## src/rtl/letc_core_limp_arbiter.sv

```systemverilog
// Round-robin arbiter sharing the core's single LIMP port among NUM_REQ requesters.
// Define LETC_LIMP_ARB_PERF_CNT_EN to add per-requester completed-transaction counters (o_grant_cnt).
//
// state | meaning
// IDLE  | no owner; arbitrate among valid requesters, starting after last_idx
// BUSY  | grant_idx owns the downstream port until i_ready
module letc_core_limp_arbiter #(
  parameter int NUM_REQ = 3,
  parameter int ADDR_W  = 32,
  parameter int DATA_W  = 32
) (
  input  logic                              i_clk,
  input  logic                              i_rst_n,
  input  logic [NUM_REQ-1:0]                i_req_valid,
  input  logic [NUM_REQ-1:0]                i_req_wen_nren,
  input  logic [NUM_REQ-1:0][1:0]           i_req_size,
  input  logic [NUM_REQ-1:0][ADDR_W-1:0]    i_req_addr,
  input  logic [NUM_REQ-1:0][DATA_W-1:0]    i_req_wdata,
  output logic [NUM_REQ-1:0]                o_req_ready,
  output logic [DATA_W-1:0]                 o_req_rdata,
  output logic                              o_valid,
  output logic                              o_wen_nren,
  output logic [1:0]                        o_size,
  output logic [ADDR_W-1:0]                 o_addr,
  output logic [DATA_W-1:0]                 o_wdata,
  input  logic                              i_ready,
  input  logic [DATA_W-1:0]                 i_rdata,
`ifdef LETC_LIMP_ARB_PERF_CNT_EN
  output logic [NUM_REQ-1:0][31:0]          o_grant_cnt,
`endif
  output logic [$clog2(NUM_REQ)-1:0]        o_grant_idx,
  output logic                              o_busy
);

  localparam int IDX_W = $clog2(NUM_REQ);
  localparam logic [IDX_W-1:0] LAST_IDX = IDX_W'(NUM_REQ - 1);

  typedef enum logic {IDLE, BUSY} state_t;

  state_t           state;
  logic [IDX_W-1:0] grant_idx;
  logic [IDX_W-1:0] last_idx;
  logic [IDX_W-1:0] win_idx;
  logic [IDX_W-1:0] cand;
  logic             win_found;
  logic             active;

  // Walk upward from last_idx+1 with an explicit wrap so non-power-of-2 counts never index past NUM_REQ-1.
  always_comb begin
    win_idx   = '0;
    win_found = 1'b0;
    cand      = last_idx;
    for (int k = 0; k < NUM_REQ; k++) begin
      cand = (cand == LAST_IDX) ? '0 : cand + IDX_W'(1);
      if (!win_found && i_req_valid[cand]) begin
        win_found = 1'b1;
        win_idx   = cand;
      end
    end
  end

  always_ff @(posedge i_clk) begin
    if (!i_rst_n) begin
      state     <= IDLE;
      grant_idx <= '0;
      last_idx  <= LAST_IDX;
    end else begin
      case (state)
        IDLE: begin
          if (win_found) begin
            grant_idx <= win_idx;
            state     <= BUSY;
          end
        end
        BUSY: begin
          if (i_ready) begin
            last_idx <= grant_idx;
            state    <= IDLE;
          end
        end
        default: state <= IDLE;
      endcase
    end
  end

  // Gating with i_rst_n keeps the handshake outputs quiet for the whole reset cycle.
  assign active      = (state == BUSY) && i_rst_n;
  assign o_valid     = active;
  assign o_busy      = active;
  assign o_grant_idx = active ? grant_idx : '0;
  assign o_wen_nren  = i_req_wen_nren[grant_idx];
  assign o_size      = i_req_size[grant_idx];
  assign o_addr      = i_req_addr[grant_idx];
  assign o_wdata     = i_req_wdata[grant_idx];
  assign o_req_rdata = i_rdata;

  always_comb begin
    o_req_ready = '0;
    if (active) o_req_ready[grant_idx] = i_ready;
  end

`ifdef LETC_LIMP_ARB_PERF_CNT_EN
  always_ff @(posedge i_clk) begin
    if (!i_rst_n) begin
      o_grant_cnt <= '0;
    end else if ((state == BUSY) && i_ready) begin
      o_grant_cnt[grant_idx] <= o_grant_cnt[grant_idx] + 32'd1;
    end
  end
`endif

  a_ready_in_idle: assert property (@(posedge i_clk) disable iff (!i_rst_n)
    (state == IDLE) |-> !i_ready);

  a_owner_holds_valid: assert property (@(posedge i_clk) disable iff (!i_rst_n)
    (state == BUSY) |-> i_req_valid[grant_idx]);

endmodule

```

## config.mk

```make
export PLATFORM = sky130hd
export DESIGN_NAME = letc_core_limp_arbiter
export DESIGN_NICKNAME = d
export VERILOG_FILES = /design/src/rtl/letc_core_limp_arbiter.sv
export SDC_FILE = /design/constraint.sdc
export NUM_CORES = 1
export LEC_CHECK = 0
export CAP_MARGIN = 20
export CORE_AREA = 2 2 135 137
export CTS_CLUSTER_DIAMETER = 50
export DETAILED_ROUTE_END_ITERATION = 6
export DIE_AREA = 0 0 137 139
export PLACE_DENSITY_LB_ADDON = 0.25
export RECOVER_POWER = 100
export SLEW_MARGIN = 0
export SYNTH_ARGS = -nofsm -noshare
export SYNTH_HDL_FRONTEND = slang
export SYNTH_SLANG_ARGS = --single-unit
```

## constraint.sdc

```tcl
create_clock -name i_clk -period 2.3 [get_ports i_clk]
set_clock_uncertainty 0.2 [all_clocks]
set_input_delay 0.46 -clock i_clk [delete_from_list [all_inputs] [get_ports i_clk]]
set_output_delay 0.46 -clock i_clk [all_outputs]
set_load 0.005 [all_outputs]
```

==> flow_metrics.env, run 1 <==
export IMPL_status="complete, no violations"
export IMPL_grt_overflow_total=0
export IMPL_gr_usage_all_layers_pct=10.2
export IMPL_fin_nets=793
export IMPL_crit_path_start="i_ready"
export IMPL_synth_top_cells_by_area="mux2i_1, buf_4, o21ai_0"
export IMPL_synth_seq_cells=5
export IMPL_cts_tree="yes"
export IMPL_fin_crit_sh_pct=99.5
export IMPL_final_max_slew_viol_count=0
export IMPL_io_pins=345
export IMPL_place_congestion=0.829
export IMPL_grt_pass1_vias=3171
export IMPL_final_layout_size_suffix_gt1_share_pct=11.2
export IMPL_die_w_microns=137
export IMPL_cts_reportedPaths_clkPinSlew_ns=0.03
export IMPL_grt_first_pass_wirelength_microns=15500
export IMPL_layout_common_cells="clkdlybuf4s50_1, mux2i_1, nand2_1"
export IMPL_end_kind="output pin"
export IMPL_portBuffers=280
export IMPL_avgSynthCellArea_sq_um=6.89
export IMPL_reg2reg_to="grant_idx[1]"
export IMPL_root_buffer="clkbuf_16"
export IMPL_min_path_type="reg -> reg"
export IMPL_tightest_slew_ns=0.336
export IMPL_setup_viol=0
export IMPL_cts_buffers=3
export IMPL_tns_ns=0
export IMPL_final_common_cell="clkdlybuf4s50_1"
export IMPL_r2r_slack_ns=1.13
export IMPL_p_per_area_nw_per_um2=256
export IMPL_multi_input_area_sq_um=1510
export IMPL_synth_area_sq_um=2030
export IMPL_postPlaceCellArea_sq_um=4900
export IMPL_first_pass_iters=4
export IMPL_hold_depth=2
export IMPL_min_from="last_idx[0]"
export IMPL_fill_cells=1909
export IMPL_synth_cells=294
export IMPL_critPathKind="in -> out"
export IMPL_dieArea_sq_um=19000
export IMPL_finalCriticalPeriod_ns=2.29
export IMPL_syn_to_final_growth_pct=151
export IMPL_irDropWorstVdd_mv=0.148
export IMPL_cap_violations=0
export IMPL_initial_core_util_pct=11.5
export IMPL_htree_levels=1
export IMPL_crit_fanout=4
export IMPL_first_iter_violations=90
export IMPL_cp_start_kind="input port"
export IMPL_routed_wl_microns=11500
export IMPL_yosysWarnings=0
export IMPL_slew_limit_headroom_pct=77.6
export IMPL_fin_ws_ns=0.0117
export IMPL_antenna_found_initial=0
export IMPL_detail_route_antenna_nets=0
export IMPL_yosysSeqAreaShare_pct=4.94
export IMPL_worstPathRequired_ns=1.64
export IMPL_fmax_ghz=0.437
export IMPL_core_sq_um=17700
export IMPL_insertion_delay_ns=0.23
export IMPL_drc=0
export IMPL_wl_per_cell_microns=14.6
export IMPL_dpl_worst_slack_ns=-0.261
export IMPL_power_leakage_nw=1.95
export IMPL_final_area_sq_um=5100
export IMPL_synth_top_area_share_pct=33.1
export IMPL_via_count=3045
export IMPL_seqCellArea_sq_um=105
export IMPL_vias_per_cell=3.89
export IMPL_dp_hpwl_microns=8980
export IMPL_grt_start_max_net_pins=41
export IMPL_die_y_microns=139
export IMPL_r2r_cells=3
export IMPL_hold_viol=0
export IMPL_whs_endpoint="last_idx[0]"
export IMPL_synth_nets=533
export IMPL_rsz0062_at_grt="yes"
export IMPL_critPathArrivalTime_ns=1.63
export IMPL_yosys_area_top_type="mux2i_1"
export IMPL_synth_distinct_cells=29
export IMPL_antenna_cells=0
export IMPL_cts_max_path_buffers=2
export IMPL_r2r_start="state"
export IMPL_cts_sinks=5
export IMPL_rows=49
-- per-stage QoR --
step	util, %	cells	hold slack [ns]	total power, mW
finish	28.9	782	0.287	1.30
global route	28.9	782	0.303	1.39
CTS	27.8	767	0.290	1.29
detailed placement	27.7	763	0.283	1.07
global placement	27.7	763	0.283	1.06
floorplan	-	294	0.257	0.419
-- cells by family (layout without fill, tap and decap cells) --
kind of cell,count (synthesis),after routing,share of synthesized area (%)
AND/OR/NAND/NOR,88,88,19.4
buffers and inverters,59,318,21.0
multiplexers,67,67,33.1
AO/OA/AOI/OAI,75,75,21.6
flip-flops,5,5,4.94
-- report_power, final --
group          total [mW]  leakage [nW]  internal, mW  switching [mW]
combinational       0.911          1.87         0.609           0.302
sequential         0.0990        0.0423        0.0923         0.00669
clock               0.292        0.0382         0.230          0.0622
-- critical path: stages --
cell and delay (ns):
dlygate4sd3_1 0.56, clkbuf_1 0.20, and3_1 0.18, dlygate4sd2_1 0.23
-- flip-flops by register name, summed over array words and instances (netlist names) --
signal and flops:
last_idx 2, grant_idx 2, state 1
-- synth_stat cells --
library cell and n:
inv_1 1, and3_1 3, nor3b_1 1, nor2b_1 3, o21ai_2 12, a21oi_1 1, o22a_1 1, nand2_1 63
nor2_1 1, o22ai_1 1, nand3_1 3, a32o_1 1, and2_1 1, o21ai_0 48, nor3_1 2, dfxtp_1 5
nor2b_4 1, o211ai_1 1, buf_2 7, buf_4 39, clkbuf_1 6, a21boi_0 1, nand2_2 10, clkbuf_4 1
buf_6 3, buf_8 2, mux2i_1 67, o21ai_1 8, o21a_1 1
-- layout make-up --
| type | count | share of cell area, % |
|---|---|---|
| Clock buffer | 4 | 1.55 |
| Tap cell | 229 | 5.62 |
| Inverter | 1 | 0.0737 |
| Timing Repair Buffer | 313 | 61.0 |
| Multi-Input combinational cell | 230 | 29.7 |
| Sequential cell | 5 | 2.06 |
-- how the worst max path moves through the flow --
stage | endpoint | slack, ns
after floorplan | o_wdata[10] | 0.64
after global placement | o_req_ready[1] | -0.25
after detailed placement | o_req_ready[1] | -0.26
after CTS | o_wdata[30] | -0.16
after global routing | o_wdata[27] | -0.07
final | o_req_ready[2] | 0.01
-- repair_timing --
action                                  CTS  global route
hold buffers                              0             0
pin swaps                                 0             0
gates resized for setup                  70            23
gates cloned                              0             2
buffers inserted                          0            13
endpoints found under the setup margin   74             9
-- layer usage --
| layer | share of wire (%) | vias to the layer above | global-route usage, % |
|---|---|---|---|
| met5 | 0 | - | 0 |
| met4 | 1.2 | 0 | 2.01 |
| met3 | 11 | 19 | 3.11 |
| met2 | 51 | 174 | 19.7 |
| met1 | 37 | 1347 | 10.5 |
| li1 | - | 1505 | - |
Power figures use the tool's default switching activity.
==> run 2, diff against run 1 <==
GPL_ROUTABILITY_DRIVEN = 0   (was default)
==> results of run 2 <==
No change in the layout: final DEF, timing and power equal those of run 1.
==> run 3, diff against run 2 <==
SLEW_MARGIN = default   (was 0)
==> results of run 3 <==
No change in the layout: final DEF, timing and power equal those of run 1.
